**src/rtl/jpeg_pkg.sv**
```systemverilog
// rtl/jpeg_pkg.sv - shared constants, token type and unstuffer state for the JPEG entropy path
//
// Purpose: definitions imported by jpeg_byte_unstuff and jpeg_tok_fifo.
// Ports:   none (package).
package jpeg_pkg;

  localparam logic [7:0] JPEG_FF    = 8'hFF;
  localparam logic [7:0] JPEG_STUFF = 8'h00;
  localparam logic [7:0] RST_BASE   = 8'hD0;
  localparam logic [7:0] EOI        = 8'hD9;

  // Token as seen by the Huffman decoder: byte, marker flag, end-of-stream flag.
  typedef struct packed {
    logic [7:0] d;
    logic       m;
    logic       e;
  } tok_t;

  typedef enum logic {
    NORM   = 1'b0,
    SAW_FF = 1'b1
  } state_t;

  // True for bytes that form a marker when they follow 0xFF.
  function automatic logic is_marker_code(input logic [7:0] b);
    return (b != JPEG_STUFF) && (b != JPEG_FF);
  endfunction

endpackage

```
**src/rtl/jpeg_tok_fifo.sv**
```systemverilog
// rtl/jpeg_tok_fifo.sv - DEPTH x 10 register FIFO with dual push and single pop
//
// Purpose: holds unstuffed tokens; push1 is written in the slot after push0
//          so that two tokens can be queued in one cycle in order.
// Ports:
//   clock, reset (async active-low)
//   push0/push0_tok, push1/push1_tok : writes, push1 only meaningful with push0
//   pop                              : remove head (caller guarantees non-empty)
//   head                             : token at the read pointer
//   count                            : current occupancy
import jpeg_pkg::*;

module jpeg_tok_fifo #(
  parameter int DEPTH = 4,
  localparam int AW   = $clog2(DEPTH),
  localparam int CW   = $clog2(DEPTH) + 1
) (
  input  logic          clock,
  input  logic          reset,
  input  logic          push0,
  input  tok_t          push0_tok,
  input  logic          push1,
  input  tok_t          push1_tok,
  input  logic          pop,
  output tok_t          head,
  output logic [CW-1:0] count
);

  tok_t          mem [DEPTH];
  logic [AW-1:0] wr_ptr;
  logic [AW-1:0] rd_ptr;

  assign head = mem[rd_ptr];

  always_ff @(posedge clock or negedge reset) begin
    if (!reset) begin
      wr_ptr <= '0;
      rd_ptr <= '0;
      count  <= '0;
      for (int i = 0; i < DEPTH; i++) begin
        mem[i] <= '0;
      end
    end else begin
      if (push0) begin
        mem[wr_ptr] <= push0_tok;
      end
      if (push1) begin
        mem[wr_ptr + AW'(1)] <= push1_tok;
      end
      // Pointers are AW bits wide, so they wrap modulo DEPTH for free.
      wr_ptr <= wr_ptr + AW'(push0) + AW'(push1);
      rd_ptr <= rd_ptr + AW'(pop);
      count  <= count + CW'(push0) + CW'(push1) - CW'(pop);
    end
  end

endmodule

```
**src/rtl/jpeg_byte_unstuff.sv**
```systemverilog
// rtl/jpeg_byte_unstuff.sv - strips JPEG byte stuffing and tags markers from the Huffin byte stream
//
// Purpose: 0xFF 0x00 -> 0xFF data, 0xFF fill bytes dropped, 0xFF X -> marker X.
//          Output is registered through jpeg_tok_fifo (one cycle latency).
// Optional: JPEG_UNSTUFF_STATS_EN adds stuff_cnt / mark_cnt counters.
// Ports:
//   clock, reset (async active-low)
//   in_d, in_e, in_v, in_b    : input token, EOS flag, valid, back-pressure
//   out_d, out_m, out_e, out_v: output byte/marker code, marker, EOS, valid
//   out_b                     : downstream back-pressure
//   stuff_cnt, mark_cnt       : saturating statistics (optional)
import jpeg_pkg::*;

module jpeg_byte_unstuff #(
  parameter int W     = 8,
  parameter int DEPTH = 4
) (
  input  logic         clock,
  input  logic         reset,
  input  logic [W-1:0] in_d,
  input  logic         in_e,
  input  logic         in_v,
  output logic         in_b,
  output logic [W-1:0] out_d,
  output logic         out_m,
  output logic         out_e,
  output logic         out_v,
  input  logic         out_b
`ifdef JPEG_UNSTUFF_STATS_EN
  ,
  output logic [15:0]  stuff_cnt,
  output logic [15:0]  mark_cnt
`endif
);

  localparam int CW = $clog2(DEPTH) + 1;

  state_t          state;
  state_t          state_n;
  logic            accept;
  logic            pop;
  logic            push0;
  logic            push1;
  tok_t            tok0;
  tok_t            tok1;
  tok_t            head;
  logic [CW-1:0]   count;

  // Accepting only while at most DEPTH-2 entries are held leaves room for the
  // two-token EOS-after-FF case without looking at pops this cycle.
  assign in_b   = !reset || (count > CW'(DEPTH - 2));
  assign accept = in_v && !in_b;
  assign out_v  = (count != '0);
  assign pop    = out_v && !out_b;

  // Gate the head so stale storage never shows while empty.
  assign out_d  = out_v ? head.d : '0;
  assign out_m  = out_v & head.m;
  assign out_e  = out_v & head.e;

  always_comb begin
    state_n = state;
    push0   = 1'b0;
    push1   = 1'b0;
    tok0    = '0;
    tok1    = '0;
    if (accept) begin
      case (state)
        NORM: begin
          if (in_e) begin
            push0 = 1'b1;
            tok0  = '{d: 8'h00, m: 1'b0, e: 1'b1};
          end else if (in_d == JPEG_FF) begin
            state_n = SAW_FF;
          end else begin
            push0 = 1'b1;
            tok0  = '{d: in_d, m: 1'b0, e: 1'b0};
          end
        end
        SAW_FF: begin
          if (in_e) begin
            // Dangling 0xFF before EOS is passed on as data, then the EOS.
            push0   = 1'b1;
            tok0    = '{d: JPEG_FF, m: 1'b0, e: 1'b0};
            push1   = 1'b1;
            tok1    = '{d: 8'h00, m: 1'b0, e: 1'b1};
            state_n = NORM;
          end else if (in_d == JPEG_STUFF) begin
            push0   = 1'b1;
            tok0    = '{d: JPEG_FF, m: 1'b0, e: 1'b0};
            state_n = NORM;
          end else if (is_marker_code(in_d)) begin
            push0   = 1'b1;
            tok0    = '{d: in_d, m: 1'b1, e: 1'b0};
            state_n = NORM;
          end
          // else: 0xFF fill byte, stay in SAW_FF with nothing pushed
        end
        default: state_n = NORM;
      endcase
    end
  end

  always_ff @(posedge clock or negedge reset) begin
    if (!reset) begin
      state <= NORM;
    end else begin
      state <= state_n;
    end
  end

  jpeg_tok_fifo #(.DEPTH(DEPTH)) u_fifo (
    .clock     (clock),
    .reset     (reset),
    .push0     (push0),
    .push0_tok (tok0),
    .push1     (push1),
    .push1_tok (tok1),
    .pop       (pop),
    .head      (head),
    .count     (count)
  );

`ifdef JPEG_UNSTUFF_STATS_EN
  logic eos_pushed;
  logic stuff_hit;
  logic mark_hit;

  assign eos_pushed = (push0 && tok0.e) || (push1 && tok1.e);
  assign stuff_hit  = accept && (state == SAW_FF) && !in_e && (in_d == JPEG_STUFF);
  assign mark_hit   = push0 && tok0.m;

  always_ff @(posedge clock or negedge reset) begin
    if (!reset) begin
      stuff_cnt <= '0;
      mark_cnt  <= '0;
    end else if (eos_pushed) begin
      stuff_cnt <= '0;
      mark_cnt  <= '0;
    end else begin
      if (stuff_hit && (stuff_cnt != 16'hFFFF)) begin
        stuff_cnt <= stuff_cnt + 16'd1;
      end
      if (mark_hit && (mark_cnt != 16'hFFFF)) begin
        mark_cnt <= mark_cnt + 16'd1;
      end
    end
  end
`endif

endmodule

```
**config.mk**
```make
export PLATFORM = sky130hd
export DESIGN_NAME = jpeg_byte_unstuff
export DESIGN_NICKNAME = d
export VERILOG_FILES = /design/src/rtl/jpeg_pkg.sv /design/src/rtl/jpeg_tok_fifo.sv /design/src/rtl/jpeg_byte_unstuff.sv
export SDC_FILE = /design/constraint.sdc
export NUM_CORES = 1
export LEC_CHECK = 0
export CORE_ASPECT_RATIO = 1.75
export CORE_MARGIN = 4
export CORE_UTILIZATION = 47
export CTS_BUF_LIST = sky130_fd_sc_hd__clkbuf_4
export DETAILED_ROUTE_END_ITERATION = 10
export HOLD_SLACK_MARGIN = 0.06
export PLACE_DENSITY_LB_ADDON = 0.08
export SLEW_MARGIN = 20
export SYNTH_ARGS = -nofsm -noshare
export SYNTH_HDL_FRONTEND = slang
export SYNTH_SLANG_ARGS = --single-unit
```
**constraint.sdc**
```tcl
create_clock -name clock -period 3.1 [get_ports clock]
set_input_delay 0.62 -clock clock [delete_from_list [all_inputs] [get_ports clock]]
set_output_delay 0.62 -clock clock [all_outputs]
set_load 0.05 [all_outputs]
```
### Word-level counts from Yosys, hierarchy flattened

Index checks and enable logic that the tools add are counted.

* flip-flop bits (word level): 48
* latch bits: 0
* bits in writable memories: 0
* memory bits (read-only): 0
* output and inout bits: 12
* logic and storage cells: 87
* memories kept: 0

* add/subtract/negate cells: 7
* multipliers: 0
* divide/modulo/power cells: 0
* $lt $le $gt $ge: 6
* equal/unequal tests: 2
* shift-type cells: 0
* multiplexer cells: 38
* bitwise logic cells: 6
* reductions and logical operators: 12

Operators with widths (count)
* two-way mux 10 bit: 10
* bitwise mux 40 bit: 2
* two-way mux 40 bit: 2
* demux 10 bit (select 2 bit): 2
* binary-select mux 10 bit (select 2 bit): 1
* one-hot mux 10 bit (2 select lines): 1
* two-way mux 1 bit: 17
* >= comparator 3 bit (second input constant): 3
* NOT 2 -> 3 bit: 3
* equality test 8 bit (second input constant): 1
* zero test 8 bit: 1
* two-way mux 8 bit: 1
* inequality test 8 bit (second input constant): 1
* nonzero test 8 bit: 1
* adder 2 x 1 -> 2 bit: 3
* adder 3 x 1 -> 3 bit: 2
* < comparator 3 x 1 -> 1 bit (second input constant): 2
* logical AND 1 bit: 5
* one-hot mux 1 bit (2 select lines): 2
* > comparator 3 x 2 -> 1 bit (second input constant): 1
* zero test 1 bit: 3
* nonzero test 3 bit: 1
* subtractor 3 x 1 -> 3 bit: 1
* adder 2 x 1 -> 2 bit (second input constant): 1
* other kinds (3): 4

### Depth between registers and ports, before layout

Gate-level depths: netlist of run 1.

* word-level depth: 11
* gate-level depth with buffers: 9
* mapped depth without buffers: 9

### Modules after synthesis

A second synthesis of run 1 with hierarchy kept.

* cells, all modules: 312
* area total of the unflattened synthesis: 2899.0 um^2

By module, submodules not included
* jpeg_tok_fifo: times used 1, cells each 259, area each 2529.9 um^2, seq. area each 1176.1 um^2
* jpeg_byte_unstuff: times used 1, cells each 53, area each 369.1 um^2, seq. area each 25.0 um^2

### Worst setup path before layout of run 1

OpenSTA, ideal clock, no wires.

* kind: input to register
* from: input port in_v
* to: register u_fifo.count[2]
* arrival time: 2360 ps
* required time: 2977 ps
* slack: 617 ps
* cell stages on the path: 8
* path buffers: 0
* path through: and4_1 -> o21a_1 -> clkinv_1 -> ha_1 -> inv_1 -> fa_1 -> fa_1 -> xnor2_1

* cells in the longest elaborated chain, start to end: 5
* elaborated cells on any way between the ends: 6

Ends and longest elaborated chain
* from (decl): RTL line jpeg_byte_unstuff.sv:22 `input logic in_v,`
* logical AND 1 bit (*): RTL line jpeg_byte_unstuff.sv:52 `assign accept = in_v && !in_b;`
* two-way mux 1 bit: RTL line jpeg_byte_unstuff.sv:67 `if (accept) begin`
* adder 3 x 1 -> 3 bit: RTL line jpeg_tok_fifo.sv:53 `count <= count + CW'(push0) + CW'(push1) - CW'(pop);`
* adder 3 x 1 -> 3 bit (*): RTL line jpeg_tok_fifo.sv:53
* subtractor 3 x 1 -> 3 bit (*): RTL line jpeg_tok_fifo.sv:53
* to (signal assigned): RTL line jpeg_tok_fifo.sv:53
* to (decl): RTL line jpeg_tok_fifo.sv:26 `output logic [CW-1:0] count`

Mark *: on every way between the ends. The rest lies on a longest branch, timed or not.
A chain may end at the register's enable or synchronous reset.

### Worst setup path after layout of run 1

* from: register u_fifo.rd_ptr[0]
* to: output port out_d[6]

* cells in the longest elaborated chain, start to end: 5

Ends and longest elaborated chain
* from (decl): RTL line jpeg_tok_fifo.sv:31 `logic [AW-1:0] rd_ptr;`
* from (signal assigned): RTL line jpeg_tok_fifo.sv:52 `rd_ptr <= rd_ptr + AW'(pop);`
* NOT 2 -> 3 bit (not written as such): RTL line jpeg_tok_fifo.sv:33 `assign head = mem[rd_ptr];`
* binary-select mux 10 bit (select 2 bit): RTL line jpeg_tok_fifo.sv:33
* two-way mux 10 bit (not written as such) (2 in a row): RTL line jpeg_tok_fifo.sv:33
* two-way mux 8 bit: RTL line jpeg_byte_unstuff.sv:57 `assign out_d = out_v ? head.d : '0;`
* to (decl): RTL line jpeg_byte_unstuff.sv:24 `output logic [W-1:0] out_d,`

No other way between the ends. The select of a mux whose other input is x is not followed.

==> results of run 1 <==
-- layout make-up --
| class | instances | area [µm²] | share of cell area |
|---|---|---|---|
| clock buffers | 5 | 37.54 | 0.01178 |
| repair buffers | 54 | 460.4 | 0.1445 |
| clock inverters | 3 | 42.54 | 0.01335 |
| flip-flops and latches | 48 | 1201 | 0.3771 |
| multi-input cells | 186 | 1315 | 0.4128 |
| diodes | 1 | 2.502 | 0.0007855 |
| well taps | 74 | 92.59 | 0.02907 |
| inverters | 9 | 33.78 | 0.01060 |
-- power by group --
part           internal, mW  total [mW]  switching (mW)  leakage (nW)
clock                 0.168       0.384           0.216        0.0412
combinational         0.790        1.85            1.06         0.713
sequential            0.918        1.12           0.201         0.589
total                  1.88        3.36            1.48          1.34
-- per-layer routing --
metal | vias to the layer above | part of all wire
met5 | - | 0
met4 | 0 | 0.030
met3 | 16 | 0.040
met2 | 58 | 0.54
met1 | 1080 | 0.39
li1 | 1034 | -
-- final timing paths --
check                                 startpoint               to  slack (ns)  cells after the start
min in group clock                 u_fifo.mem[0]    u_fifo.mem[0]        0.50                      1
worst max register to register   u_fifo.count[0]  u_fifo.count[2]        0.75                      8
worst min register to register     u_fifo.mem[0]    u_fifo.mem[0]        0.50                      1
worst min-delay path                       reset  u_fifo.count[1]        0.19                      2
worst max-delay path            u_fifo.rd_ptr[0]         out_d[6]        0.11                      4
max in group asynchronous                  reset   u_fifo.mem[23]        2.18                      3
-- state kept, by name, summed over array words and instances, names as in the netlist --
register	cells
state	1
u_fifo.count	3
u_fifo.mem	40
u_fifo.rd_ptr	2
u_fifo.wr_ptr	2
-- synthesized netlist by cell type, types with 2 or more instances --
master / instances / area, µm²
o22ai_1: 2 / 12.51
or3_1: 2 / 12.51
a21oi_1: 7 / 35.03
a211o_1: 4 / 35.03
ha_1: 3 / 37.54
dfrtp_1: 48 / 1201
o211ai_1: 2 / 15.01
buf_1: 2 / 7.510
and3_1: 2 / 12.51
a211oi_1: 30 / 225.2
nand3b_1: 2 / 15.01
nand2_1: 12 / 45.04
nor3_1: 29 / 145.1
and4_1: 4 / 35.03
nor4_1: 2 / 12.51
nor2_1: 43 / 161.4
clkbuf_1: 5 / 18.77
buf_2: 5 / 25.02
buf_6: 4 / 45.04
nor3_2: 4 / 40.04
nor2b_1: 11 / 68.82
xnor2_1: 2 / 17.52
fa_1: 3 / 60.06
inv_1: 8 / 30.03
o21ai_0: 3 / 15.01
mux4_2: 10 / 225.2
-- stage by stage --
step | area (µm²) | hold slack [ns]
2_1_floorplan | 2640 | 0.3244
4_1_cts | 3183 | 0.2024
5_1_grt | 3183 | 0.2043
3_5_place_dp | 3103 | 0.4748
6_report | 3186 | 0.1914
3_3_place_gp | 3103 | 0.4701
-- cells by family (layout without fill, tap and decap cells) --
group | after synthesis | in the layout | share of synthesized area
compound gates | 51 | 51 | 0.1393
flops | 48 | 48 | 0.4550
buf+inv | 25 | 71 | 0.04929
fa+ha+maj | 6 | 6 | 0.03697
mux | 10 | 10 | 0.08531
xor+xnor | 3 | 3 | 0.009954
simple gates | 116 | 116 | 0.2242
other cells | 0 | 1 | 0
==> out/qor.yml, run 1 <==
grt-busiest-layer: "met2"
drive_above_1_share: 0.1902
grt_pass1_wl_mm: 12.03
rsz0062_at_grt: "no"
clock_path_buffers: 2
grt_pass1_vias: 2346
path_buf_inv: 2
drt_iter0_drc: 154
track_usage: 0.2328
die_h_um: 107.1
ys_seq_area_frac: 0.4550
status: "complete, no violations"
place_hpwl_mm: 5.118
cp-end-kind: "primary output"
insertion_delay_ns: 0.38
via_per_inst: 5.758
synth.distinct_cells: 36
row_count: 35
cp-start-kind: "flop"
maxSlewHeadroom: 0.6672
fill_cells: 493
firstDrtPassIters: 4
ant_nets: 0
pin_count: 25
drt-total-wl_mm: 7.205
cts_sinks: 48
tightest_slew_ns: 0.4977
synthesis.area_um2: 2640
grt_antenna_before_repair: 0
cp.required_ns: 2.48
layout_common_cells: "dfrtp_1, nor2_1, a211oi_1, buf_4, nor3_1"
drc_errors: 0
grt_max_degree: 36
skew_ns: 0.01490
pre_cts_slack_ns: 0.1759
drv_cap: 0
grt_use_met3: 0.03459
finalSetupTns_ns: 0
cp.arrival_ns: 2.37
synth_nets: 278
layout_min_cycle_time_ns: 2.991
grt_remaining_overflow: 0
cts_resized: 0
numCtsBuffers: 5
clock-root-buffer: "clkbuf_4"
hp-class: "input pin to asynchronous set/reset pin"
fin_cells: 380
numPortBuffers: 24
routabilityCongestion: 0.8181
cpMaxStageDelayCell: "clkdlybuf4s50_1"
finalNetCount: 323
ir_worst_vdd_v: 0.0005506
power.leakage_nw: 1.343
start_util: 0.4941
syn_inst: 259
worst-path-max-fanout: 11
path_delay_family: "buffers and inverters"
layout_setup_ws_ns: 0.1087
fmax_mhz: 334.3
htreeDepth: 2
setup-violations-final: 0
p_total_mw: 3.358
use_met1: 0.2695
finalHoldViolCount: 0
synth_edf_count: 0
post-route-util: 0.5963
area_growth_pct: 20.66
synth-main-ff-cell: "dfrtp_1"
fp.dieW_um: 64.66
cts_tree: "built"
coreArea_um2: 5343
detailroute.via_count: 2188
routedWlPerCell_um: 18.96
syn_avg_cell_area_um2: 10.19
placedCellCount: 371
cts_hold_buffers: 0
slew_violations: 0
die_area_um2: 6927
synth_seq_cells: 48
powerDensity_nw_per_um2: 1054
slowest_delay_ns: 0.70
layout_commonest_cell: "dfrtp_1"
clkTransAtPathRegs_ns: 0.15
cts_setup_buffers: 0
worstSetupPathType: "flop to primary output"
use_met2: 0.4149
synthArstFlopShare: 1.000
fin_crit_sh: 0.9649
cp_cell_sequence: "buf_4 -> mux4_2 -> nor2b_1 -> clkdlybuf4s50_1"
yosysWarnings: 0
(Power assumes the default switching activity.)
==> run 2: changes to the inputs <==
--- a/config.mk
+++ b/config.mk
@@ -7,7 +7,7 @@
 export LEC_CHECK = 0
 export CORE_ASPECT_RATIO = 1.75
 export CORE_MARGIN = 4
-export CORE_UTILIZATION = 47
+export CORE_UTILIZATION = 56
 export CTS_BUF_LIST = sky130_fd_sc_hd__clkbuf_4
 export DETAILED_ROUTE_END_ITERATION = 10
 export HOLD_SLACK_MARGIN = 0.06
==> out/qor.yml, run 2 (same netlist as run 1, synthesis figures left out) <==
cp-end-kind: "primary output"
largest_register_ffs: 40
layout_min_cycle_time_ns: 2.711
pin_count: 25
firstDrtPassIters: 4
finalSetupTns_ns: 0
cts_sinks: 48
diodes: 0
cts_setup_buffers: 0
drv_cap: 0
area_growth_pct: 15.59
clkTransAtPathRegs_ns: 0.14
worstSetupPathType: "flop to primary output"
grt_max_degree: 29
cts_tree: "built"
numPortBuffers: 24
fin_crit_sh: 0.8745
post-route-util: 0.6805
cp.arrival_ns: 2.09
routabilityCongestion: 0.8254
reg2reg_depth: 8
cts_resized: 0
insertion_delay_ns: 0.36
grt_antenna_before_repair: 0
track_usage: 0.2572
largest_registers: "u_fifo.mem (40), u_fifo.count (3)"
p_total_mw: 3.187
hp-class: "input pin to asynchronous set/reset pin"
clock_path_buffers: 2
die_h_um: 98.83
layout_commonest_cell: "dfrtp_1"
status: "complete, no violations"
fill_cells: 348
drt-total-wl_mm: 6.835
tightest_slew_ns: 0.6434
cts_hold_buffers: 0
powerDensity_nw_per_um2: 1044
grt_remaining_overflow: 0
ir_worst_vdd_v: 0.0008637
finalNetCount: 317
grt_pass1_wl_mm: 11.21
drive_above_1_share: 0.2081
rsz0062_at_grt: "no"
setup-violations-final: 0
ant_nets: 0
maxSlewHeadroom: 0.5711
top_register: "u_fifo.mem"
fmax_mhz: 368.9
coreArea_um2: 4484
clock-root-buffer: "clkbuf_4"
power.leakage_nw: 1.317
row_count: 32
seq_area_um2: 1201
drc_errors: 0
htreeDepth: 2
holdWs_ns: 0.2636
finalHoldViolCount: 0
slew_violations: 0
cp.required_ns: 2.48
die_area_um2: 5920
skew_ns: 0.007474
finalInstanceArea_um2: 3052
worst-path-max-fanout: 4
via_per_inst: 6.246
start_util: 0.5887
multiInputGateArea_um2: 1315
drt_iter0_drc: 111
detailroute.via_count: 2180
dpl_cell_area_um2: 3002
regToRegSetupSlack_ns: 0.76
reg2reg_from: "u_fifo.count[2]"
place_hpwl_mm: 4.795
r2r_end: "u_fifo.count[2]"
fp.dieW_um: 59.90
cp-start-kind: "flop"
grt_pass1_vias: 2277
routedWlPerCell_um: 19.58
layout_common_cells: "dfrtp_1, nor2_1, buf_4, a211oi_1, nor3_1"
numCtsBuffers: 5
==> run 2: cell count changes in the layout (fill, tap and decap cells not counted) <==
cell,previous run,this run
clkinvlp_4,1,0
diode_2,1,0
buf_4,30,35
clkbuf_4,5,6
bufinv_16,1,0
clkdlybuf4s50_1,23,12
==> run 2: worst max-delay path by stage <==
| stage | startpoint | endpoint | slack (ns) |
|---|---|---|---|
| after floorplan | in_v | u_fifo.count[2] | 0.62 |
| after detailed placement | in_v | u_fifo.count[2] | 0.18 |
| after global placement | in_v | u_fifo.count[2] | 0.23 |
| after global routing | u_fifo.count[1] | in_b | 0.29 |
| after CTS | u_fifo.count[1] | in_b | 0.35 |
| final | u_fifo.count[1] | in_b | 0.39 |
==> run 2: through the flow <==
stage	std cells	setup WS, ns
after floorplan	259	0.6174
after global placement	342	0.2263
after detailed placement	342	0.1817
after CTS	349	0.3507
after global routing	349	0.2866
final	349	0.3892
==> run 2: area by class of cell <==
type                       count  area share
sequential                    48      0.3936
multi-input combinational    186      0.4309
inverter                       9     0.01107
clock inverter                 1    0.001640
timing repair buffer          48      0.1271
clock buffer                   6     0.01476
tap                           51     0.02091
==> run 2: critical path, stage by stage (launching register included) <==
cell and delay [ns]:
dfrtp_1 0.39, inv_1 0.08, ha_1 0.24, o21ai_0 0.19
clkdlybuf4s50_1 0.83
==> run 2: power breakdown <==
part,internal (mW),leakage (nW),switching [mW]
Sequential,0.918,0.589,0.236
Combinational,0.718,0.696,1.03
Clock,0.0928,0.0315,0.194
Total,1.73,1.32,1.46
==> run 2: layer usage <==
layer,GRT usage,vias up,part of all wire
met5,0,-,0
met1,0.3069,1077,0.37
met3,0.04325,10,0.059
li1,-,1015,-
met2,0.4508,78,0.55
met4,0.08874,0,0.019
==> run 3: changes to the inputs <==
--- a/config.mk
+++ b/config.mk
@@ -5,14 +5,14 @@
 export SDC_FILE = /design/constraint.sdc
 export NUM_CORES = 1
 export LEC_CHECK = 0
-export CORE_ASPECT_RATIO = 1.75
+export CORE_ASPECT_RATIO = 0.9
 export CORE_MARGIN = 4
 export CORE_UTILIZATION = 56
 export CTS_BUF_LIST = sky130_fd_sc_hd__clkbuf_4
 export DETAILED_ROUTE_END_ITERATION = 10
 export HOLD_SLACK_MARGIN = 0.06
 export PLACE_DENSITY_LB_ADDON = 0.08
-export SLEW_MARGIN = 20
+export SKIP_CTS_REPAIR_TIMING = 1
 export SYNTH_ARGS = -nofsm -noshare
 export SYNTH_HDL_FRONTEND = slang
 export SYNTH_SLANG_ARGS = --single-unit
==> out/qor.yml, run 3 (same netlist as run 1, synthesis figures left out) <==
rsz0062_at_grt: "no"
routedWlPerCell_um: 18.51
firstDrtPassIters: 4
drt_iter0_drc: 189
drv_cap: 0
slew_violations: 0
area_growth_pct: 19.34
finalHoldViolCount: 0
reg2reg_from: "u_fifo.count[0]"
fmax_mhz: 332.3
drc_errors: 0
path_delay_family: "buffers and inverters"
drive_above_1_share: 0.1827
die_h_um: 73.14
die_area_um2: 5879
routabilityCongestion: 0.8230
row_count: 23
grt_max_degree: 35
multiInputGateArea_um2: 1320
largest_register_ffs: 40
powerDensity_nw_per_um2: 1049
cp-start-kind: "flop"
grt_pass1_vias: 2250
ant_nets: 0
fill_cells: 359
regToRegSetupSlack_ns: 0.71
slowest_delay_ns: 0.69
finalNetCount: 321
largest_registers: "u_fifo.mem (40), u_fifo.count (3)"
clkTransAtPathRegs_ns: 0.13
coreArea_um2: 4518
r2r_end: "u_fifo.count[2]"
hp-class: "input pin to asynchronous set/reset pin"
worstSetupPathType: "flop to primary output"
holdWs_ns: 0.2279
maxSlewHeadroom: 0.6547
setup-violations-final: 0
layout_commonest_cell: "dfrtp_1"
cp-end-kind: "primary output"
detailroute.via_count: 2208
reg2reg_depth: 8
cp.arrival_ns: 2.39
grt_antenna_before_repair: 0
track_usage: 0.2566
tightest_slew_ns: 0.5165
cpMaxStageDelayCell: "clkdlybuf4s50_1"
cp.required_ns: 2.48
p_total_mw: 3.305
place_hpwl_mm: 4.827
insertion_delay_ns: 0.36
numPortBuffers: 24
drt-total-wl_mm: 6.719
fp.dieW_um: 80.38
grt_remaining_overflow: 0
power.leakage_nw: 1.358
top_register: "u_fifo.mem"
post-route-util: 0.6973
clock_path_buffers: 2
status: "complete, no violations"
layout_common_cells: "dfrtp_1, nor2_1, a211oi_1, nor3_1, buf_4"
path_buf_inv: 1
start_util: 0.5843
via_per_inst: 6.083
cts_tree: "built"
pin_count: 25
ir_worst_vdd_v: 0.0005987
worst-path-max-fanout: 8
cp_cell_sequence: "mux4_2 -> nor2b_1 -> clkdlybuf4s50_1"
grt_pass1_wl_mm: 11.32
seq_area_um2: 1201
finalSetupTns_ns: 0
cts_sinks: 48
fin_crit_sh: 0.9708
clock-root-buffer: "clkbuf_4"
skew_ns: 0.01466
diodes: 0
htreeDepth: 2
layout_min_cycle_time_ns: 3.009
numCtsBuffers: 5
run 3: worst max path at each step:
stage / startpoint / end / depth (start not counted)
6_report: u_fifo.rd_ptr[1] / out_d[7] / 3
3_5_place_dp: in_v / u_fifo.count[2] / 9
4_1_cts: u_fifo.rd_ptr[1] / out_e / 4
5_1_grt: u_fifo.rd_ptr[0] / out_m / 4
3_3_place_gp: in_v / u_fifo.count[2] / 9
2_1_floorplan: in_v / u_fifo.count[2] / 8
run 3: area by class of cell:
type	count	area share
inverters	9	0.01072
well taps	62	0.02462
flip-flops and latches	48	0.3813
clock inverters	1	0.009531
clock buffers	5	0.01191
multi-input cells	186	0.4190
repair buffers	52	0.1430
run 3: worst reg2reg max path: stages (launching register included):
cell	delay [ns]
dfrtp_1	0.46
nor3b_2	0.31
o21a_1	0.20
clkinv_1	0.09
ha_1	0.29
inv_1	0.05
fa_1	0.37
fa_1	0.39
xnor2_1	0.14
run 3: power by group:
part           total [mW]  switching, mW  internal (mW)
combinational        1.81           1.04          0.773
sequential           1.14          0.224          0.918
clock               0.352          0.190          0.162
run 3: routing by layer:
layer / track usage / vias up / wire [µm]
li1: - / 1027 / -
met1: 0.3799 / 1105 / 3056
met2: 0.3925 / 70 / 3165
met3: 0.05556 / 6 / 444
met4: 0.05441 / 0 / 53
met5: 0 / - / 0
run 3: per-stage QoR:
stage	cells	worst slack (ns)	area, µm²
after floorplan	259	0.6174	2640
after CTS	363	0.03000	3146
after global routing	363	0.01918	3151
final	363	0.09055	3151
after global placement	357	0.2162	3078
after detailed placement	357	0.1535	3078
